==> src/rtl/mux_fifo_pkg.sv <==
// Shared constants and types for the mux output FIFO.
//   WIDTH_DEF / DEPTH_DEF : default data width and entry count
//   PTR_W / CNT_W         : pointer and occupancy-counter widths for the defaults
//   fifo_op_e / decode_op : classification of one clock edge's handshakes
package mux_fifo_pkg;

  localparam int unsigned WIDTH_DEF = 8;
  localparam int unsigned DEPTH_DEF = 4;
  localparam int unsigned PTR_W     = $clog2(DEPTH_DEF);
  localparam int unsigned CNT_W     = PTR_W + 1;

  typedef enum logic [1:0] {
    OP_IDLE = 2'd0,
    OP_PUSH = 2'd1,
    OP_POP  = 2'd2,
    OP_BOTH = 2'd3
  } fifo_op_e;

  function automatic fifo_op_e decode_op(input logic push, input logic pop);
    fifo_op_e op;
    op = OP_IDLE;
    if (push && pop) begin
      op = OP_BOTH;
    end else if (push) begin
      op = OP_PUSH;
    end else if (pop) begin
      op = OP_POP;
    end
    return op;
  endfunction

endpackage

==> src/rtl/fifo_ptr.sv <==
// Wrapping pointer counter for the FIFO.
//   clk   : clock, rising edge
//   rst_n : asynchronous active-low reset, forces ptr to 0
//   inc   : advance ptr by one this edge
//   ptr   : current pointer, wraps from 2**W-1 to 0
module fifo_ptr
  import mux_fifo_pkg::*;
#(
  parameter int unsigned W = PTR_W
) (
  input  logic         clk,
  input  logic         rst_n,
  input  logic         inc,
  output logic [W-1:0] ptr
);

  // W = log2(DEPTH) with DEPTH a power of two, so natural overflow is the wrap.
  always_ff @(posedge clk or negedge rst_n) begin
    if (!rst_n) begin
      ptr <= '0;
    end else if (inc) begin
      ptr <= ptr + W'(1);
    end
  end

endmodule

==> src/rtl/mux_out_fifo.sv <==
// Small FIFO buffering the 2:1 mux output byte stream for the display stage.
//   clk, rst_n           : clock (rising edge) and asynchronous active-low reset
//   in_data/in_valid     : upstream offer; in_ready = !full accepts it
//   out_data/out_valid   : registered head entry; out_ready pops it
//   clr_err              : synchronous clear of drop_err (a new drop wins)
//   count, full, empty   : occupancy status
//   drop_err             : sticky, set when data is offered while full
module mux_out_fifo
  import mux_fifo_pkg::*;
#(
  parameter int unsigned WIDTH = WIDTH_DEF,
  parameter int unsigned DEPTH = DEPTH_DEF
) (
  input  logic                     clk,
  input  logic                     rst_n,
  input  logic [WIDTH-1:0]         in_data,
  input  logic                     in_valid,
  output logic                     in_ready,
  output logic [WIDTH-1:0]         out_data,
  output logic                     out_valid,
  input  logic                     out_ready,
  input  logic                     clr_err,
  output logic [$clog2(DEPTH):0]   count,
  output logic                     full,
  output logic                     empty,
  output logic                     drop_err
);

  localparam int unsigned PW = $clog2(DEPTH);
  localparam int unsigned CW = PW + 1;
  localparam logic [CW-1:0] FULL_CNT = CW'(DEPTH);

  logic [WIDTH-1:0] mem [DEPTH];
  logic [PW-1:0]    wr_ptr;
  logic [PW-1:0]    rd_ptr;
  logic [CW-1:0]    cnt_q;
  logic             push;
  logic             pop;
  fifo_op_e         op;

  assign full      = (cnt_q == FULL_CNT);
  assign empty     = (cnt_q == '0);
  assign in_ready  = ~full;
  assign out_valid = ~empty;
  assign count     = cnt_q;

  // Handshakes depend only on registered occupancy, so a push into an empty
  // FIFO cannot appear on the output in the same cycle.
  assign push = in_valid & in_ready;
  assign pop  = out_valid & out_ready;
  assign op   = decode_op(push, pop);

  fifo_ptr #(.W(PW)) u_wr_ptr (
    .clk   (clk),
    .rst_n (rst_n),
    .inc   (push),
    .ptr   (wr_ptr)
  );

  fifo_ptr #(.W(PW)) u_rd_ptr (
    .clk   (clk),
    .rst_n (rst_n),
    .inc   (pop),
    .ptr   (rd_ptr)
  );

  // Storage is deliberately not reset; emptiness is tracked by cnt_q alone.
  always_ff @(posedge clk) begin
    if (push) begin
      mem[wr_ptr] <= in_data;
    end
  end

  assign out_data = mem[rd_ptr];

  always_ff @(posedge clk or negedge rst_n) begin
    if (!rst_n) begin
      cnt_q <= '0;
    end else begin
      case (op)
        OP_PUSH: cnt_q <= cnt_q + CW'(1);
        OP_POP:  cnt_q <= cnt_q - CW'(1);
        default: cnt_q <= cnt_q;
      endcase
    end
  end

  // Set has priority over clear so a drop in the clearing cycle is not lost.
  always_ff @(posedge clk or negedge rst_n) begin
    if (!rst_n) begin
      drop_err <= 1'b0;
    end else if (in_valid && full) begin
      drop_err <= 1'b1;
    end else if (clr_err) begin
      drop_err <= 1'b0;
    end
  end

endmodule

==> config.mk <==
export PLATFORM = sky130hd
export DESIGN_NAME = mux_out_fifo
export DESIGN_NICKNAME = d
export VERILOG_FILES = /design/src/rtl/mux_fifo_pkg.sv /design/src/rtl/fifo_ptr.sv /design/src/rtl/mux_out_fifo.sv
export SDC_FILE = /design/constraint.sdc
export NUM_CORES = 1
export LEC_CHECK = 0
export CAP_MARGIN = 20
export CORE_ASPECT_RATIO = 1.2
export CORE_MARGIN = 2
export CORE_UTILIZATION = 40
export CTS_BUF_LIST = sky130_fd_sc_hd__clkbuf_8
export DETAILED_ROUTE_END_ITERATION = 8
export GPL_ROUTABILITY_DRIVEN = 0
export PLACE_DENSITY = 0.63
export SLEW_MARGIN = 40
export SYNTH_ARGS = -nofsm -noshare
export SYNTH_HDL_FRONTEND = slang
export SYNTH_SLANG_ARGS = --single-unit
==> constraint.sdc <==
create_clock -name clk -period 2.6 [get_ports clk]
set_clock_uncertainty 0.05 [all_clocks]
set_input_delay 0.65 -clock clk [delete_from_list [all_inputs] [get_ports clk]]
set_output_delay 0.65 -clock clk [all_outputs]
set_load 0.03 [all_outputs]
---- Word level (Yosys, flattened, before mapping) ----
Memory sizes are Yosys's and may differ from the RTL's.
Index checks and enable logic that the tools add are counted.
word-level totals
  register bits after elaboration ......... 8
  memory bits (writable) .................. 32
  input port bits ......................... 13
  output and inout port bits .............. 16
  word-level logic and storage cells ...... 29
  memories ................................ 1
memories
  memory  depth  width  read ports  clocked after memory_dff  wr ports  line                text
  mem     4      8      1           0                         1         mux_out_fifo.sv:33  logic [WIDTH-1:0] mem [DEPTH];
cells by class
  $add $sub $neg .......................... 4
  eq/ne operators ......................... 3
  multiplexer cells ....................... 8
  bitwise logic cells ..................... 4
  reductions and logical operators ........ 5
operators by type and width
  kind                   number
  $mux W2                3
  $pmux W3 S2            1
  $add A2 B1 Y2 const B  2
  $mux W1                4
  $reduce_bool A2 Y1     2
  $add A3 B1 Y3 const B  1
  $eq A3 B3 Y1 const B   1
  $logic_not A3 Y1       1
  $sub A3 B1 Y3 const B  1
  $and A1 B1 Y1          2
  $eq A2 B1 Y1 const B   1
  $eq A2 B2 Y1 const B   1
  $logic_and A1 B1 Y1    2
  $not A1 Y1             2

---- Depth between registers and ports, before layout ----
  word-level depth ........................ 8
  gate-level depth with buffers ........... 11
  mapped depth without buffers ............ 11

---- Cells and area by module ----
Synthesis repeated with hierarchy kept, for this count alone.
second synthesis, totals
  cells, all modules ...................... 81
  area, all modules ....................... 1575.3 um^2
modules (own cells, without submodules)
  module        times used  cells each  area an instance (um^2)  seq. area each (um^2)
  mux_out_fifo  1           71          1432.6                   1061.0
  fifo_ptr      2           5           71.3                     50.0

---- Worst setup path after synthesis ----
No wires, ideal clock.
  path kind ............................... reg-to-reg
  start point ............................. register cnt_q[1], in the netlist count[1]
  end point ............................... register cnt_q[2], in the netlist count[2]
  library setup time ...................... 0.081 ns
  arrival time ............................ 2.201 ns
  required time ........................... 2.469 ns
  slack ................................... 0.269 ns
  stages on the path, launching flop included .. 12
  clock period less this slack ............ 2.331 ns
  cell sequence ........................... dfrtp_1 > inv_1 > nand3_2 > inv_2 > nor2b_4 > inv_1 > ha_1 > inv_1 > fa_1 > xor2_1 > nor2_1 > xor2_1
between the ends
  elaborated cells on any way between the ends .. 16
  those cells by class .................... add/sub: 2; eq/ne: 3; mux: 4; bitwise: 4; reduce/logical: 3
RTL lines
  item                                               line                                    text
  start: declaration                                 mux_out_fifo.sv:36                      logic [CW-1:0] cnt_q;
  start signal: assignment                           mux_out_fifo.sv:81                      OP_PUSH: cnt_q <= cnt_q + CW'(1);
  start signal: assignment                           mux_out_fifo.sv:82                      OP_POP: cnt_q <= cnt_q - CW'(1);
  start signal: assignment                           mux_out_fifo.sv:83                      default: cnt_q <= cnt_q;
  $eq A3 B3 Y1 *                                     mux_out_fifo.sv:41                      assign full = (cnt_q == FULL_CNT);
  $not A1 Y1 *                                       mux_out_fifo.sv:43                      assign in_ready = ~full;
  named net in_ready                                 mux_out_fifo.sv:18                      output logic in_ready,
  $and A1 B1 Y1 *                                    mux_out_fifo.sv:49                      assign push = in_valid & in_ready;
  $mux W2 or $logic_and A1 B1 Y1 (tied branches)     mux_fifo_pkg.sv:24, mux_fifo_pkg.sv:22
  $mux W2 *                                          mux_fifo_pkg.sv:22                      if (push && pop) begin
  $eq A2 B2 Y1 or $eq A2 B1 Y1 (tied branches)       mux_out_fifo.sv:80                      case (op)
  $pmux W3 S2 or $reduce_bool A2 Y1 (tied branches)  -
Mark *: on every way through the listed nets, which the timed path passes. The rest lies on a longest branch.
A chain may end at the register's enable or synchronous reset.

---- Worst setup path after layout ----
  start point ............................. register cnt_q[0], in the netlist count[0]
  end point ............................... output out_valid
between the ends
  word-level cells in the longest chain between the ends .. 2
ends and longest elaborated chain
  item              line                text
  $logic_not A3 Y1  mux_out_fifo.sv:42  assign empty = (cnt_q == '0);
  $not A1 Y1        mux_out_fifo.sv:44  assign out_valid = ~empty;
  end: declaration  mux_out_fifo.sv:20  output logic out_valid,
Every way passes these cells.

==> flow_metrics.tcl <==
set metrics [dict create \
    cts_setup_buffers 0 \
    critPathMaxStageDelay_ns 0.61 \
    cts_tree "yes" \
    synth_compound_area_share_pct 0.9098 \
    grt_max_degree 13 \
    hold_path_depth 2 \
    fmax_ghz 0.3931 \
    path_class "reg2out" \
    layout_commonest_cell "edfxtp_1" \
    post-route-period-util_pct 97.84 \
    start_util_pct 41.87 \
    final_max_slew_viol_count 0 \
    crit_path_start_kind "flip-flop" \
    powerDensity_nw_per_um2 1189 \
    hold_viol_final 0 \
    yosys.area_share.simple_pct 4.397 \
    gr-total-overflow 0 \
    cp_max_fo 5 \
    synthAdderAreaFrac_pct 5.004 \
    synth_fp_nets 104 \
    syn_avg_cell_area_um2 19.42 \
    period_needed_ns 2.544 \
    postLayoutCoreUtil_pct 53.14 \
    n_antenna_cell 0 \
    drv_cap 0 \
    core_um2 3941 \
    numClockSinks 40 \
    drtIter0Drc 38 \
    die_width_um 62.64 \
    fin_nets 139 \
    wl_per_cell_um 14.86 \
    pre_cts_slack_ns 0.05340 \
    syn-cell-area_um2 1650 \
    drc 0 \
    grt_pass1_wl_mm 4.298 \
    cts_root_buf "clkbuf_8" \
    ctsResizeCount 10 \
    antenna_found_initial 0 \
    dr.pass1.iters 3 \
    port_buffers 28 \
    endpoint_kind "output pin" \
    dieArea_um2 4658 \
    fin_tns_setup_ns 0 \
    rows 25 \
    setup_viol 0 \
    hpwl_mm 1.895 \
    syn-instance-count 85 \
    area_growth_pct 26.91 \
    wl_mm 2.601 \
    clk_latency_ns 0.29 \
    cp.arrival_ns 1.84 \
    synth_xor_area_share_pct 3.184 \
    first_global_vias 862 \
    ys_types 22 \
    postCtsHoldBufs 0 \
    via_count 807 \
    holdCritStartpoint "drop_err$_DFFE_PN0P_" \
    r2r_start "count[1]$_DFFE_PN0P_" \
    clockBufferDepth 2 \
    ir_drop_uv 583.9 \
    cts_made_buffers 5 \
    status "finished, final reports clean" \
    synth_top_area_cell "edfxtp_1" \
    ys_ff_latch 40 \
    holdPathEnd "drop_err$_DFFE_PN0P_" \
    tightestPinTransition_ns 0.4299 \
    die-height_um 74.37 \
    vias_per_cell 4.611 \
    critPathSlowestCell "clkdlybuf4s50_1" \
    r2r_slack_ns 0.59 \
    muxShareOfSynthArea_pct 13.12 \
    layout_common_cells "edfxtp_1, clkdlybuf4s50_1, dlygate4sd2_1, inv_1, dfrtp_1" \
    r2r_cells 11 \
    htree_levels 2 \
    synth_warnings 0 \
    cp_cell_sequence "or3_2 -> clkdlybuf4s50_1" \
    rsz0062_at_grt "no" \
    synth_top_family_by_area "multiplexers" \
    hp-class "reg2reg" \
    yosysSeqAreaShare_pct 70.36 \
    synth_area_leaders "edfxtp_1, dfrtp_1, mux4_2, mux4_1, ha_1" \
    ant_nets 0 \
    ios 29 \
    layout-drive-gt1-share_pct 21.49 \
    cp.required_ns 1.90 \
    p_leak_nw 0.8040 \
    fin_ws_ns 0.05613 \
    clkTransAtPathRegs_ns 0.07 \
    synth_top_area_share_pct 58.23 \
    grt_usage_pct 13.01 \
    worstReg2RegEnd "count[2]$_DFFE_PN0P_" \
    max-slew-margin-rel_pct 71.34 \
]
## worst max-delay path, delay by kind of cell, from the launching register on
family | cells | cell delay [ns]
buf+inv | 1 | 0.61
simple gates | 1 | 0.51
flops | 1 | 0.44
## cell families after synthesis
kind of cell | after synthesis
AOI/OAI and AO/OA | 2
DFF | 40
and+or+nand+nor | 10
adders and majority gates | 6
muxes | 10
xor gates and xnor gates | 6
buffers and inverters | 11
## worst max-delay path by stage
stage / start / end / slack [ns] / depth (start not counted)
2_1_floorplan: count[1]$_DFFE_PN0P_ / count[2]$_DFFE_PN0P_ / 0.27 / 11
3_3_place_gp: u_rd_ptr.ptr[0]$_DFFE_PN0P_ / out_data[1] / 0.06 / 3
3_5_place_dp: u_rd_ptr.ptr[0]$_DFFE_PN0P_ / out_data[1] / 0.05 / 3
4_1_cts: count[0]$_DFFE_PN0P_ / out_valid / 0.04 / 2
5_1_grt: count[0]$_DFFE_PN0P_ / out_valid / 0.02 / 2
6_report: count[0]$_DFFE_PN0P_ / out_valid / 0.06 / 2
## flip-flops by register name (all words and copies together), names as in the netlist
| register | flops |
|---|---|
| u_wr_ptr.ptr | 2 |
| u_rd_ptr.ptr | 2 |
| mem | 32 |
| count | 3 |
| drop_err | 1 |
## layout make-up
type                       count  area [um2]
fill                         353        1847
multi-input combinational     34       439.2
tap                           54       67.56
clock buffer                   5       68.82
clock inverter                 3       38.79
sequential                    40        1162
inverter                       9       33.78
timing repair buffer          30       284.0
## Yosys cell counts, drive strengths merged
master / n
fa: 1
ha: 5
buf: 1
mux2: 1
nor2: 1
xnor2: 3
dfrtp: 8
or3: 1
nand3: 1
xor2: 3
and2: 4
mux2i: 1
edfxtp: 32
nor2b: 1
nand2: 2
inv: 9
o21ai: 1
o31a: 1
mux4: 8
clkbuf: 1
## routing by layer
layer	vias up	wire [um]	global-route usage [%]
li1	385	-	-
met2	18	1365	21.27
met3	7	135	4.841
met1	397	1015	14.75
met4	0	84	8.148
met5	-	0	0
## power breakdown
part	switching (W)	internal (W)	leakage (nW)	total (W)
Sequential	0.000128	0.000870	0.387	0.000998
Combinational	0.000555	0.000454	0.357	0.00101
Clock	0.000203	0.000281	0.0593	0.000483
## metrics by stage
step	hold slack, ns	power (W)	area (um2)	instances
5_1_grt	0.5047	0.002634	2095	175
2_1_floorplan	0.3044	0.001708	1650	85
6_report	0.4753	0.002490	2095	175
3_5_place_dp	0.4706	0.002109	1997	167
4_1_cts	0.4819	0.002527	2095	175
3_3_place_gp	0.4636	0.002076	1997	167
No activity file was read; power rests on OpenSTA's default activity.
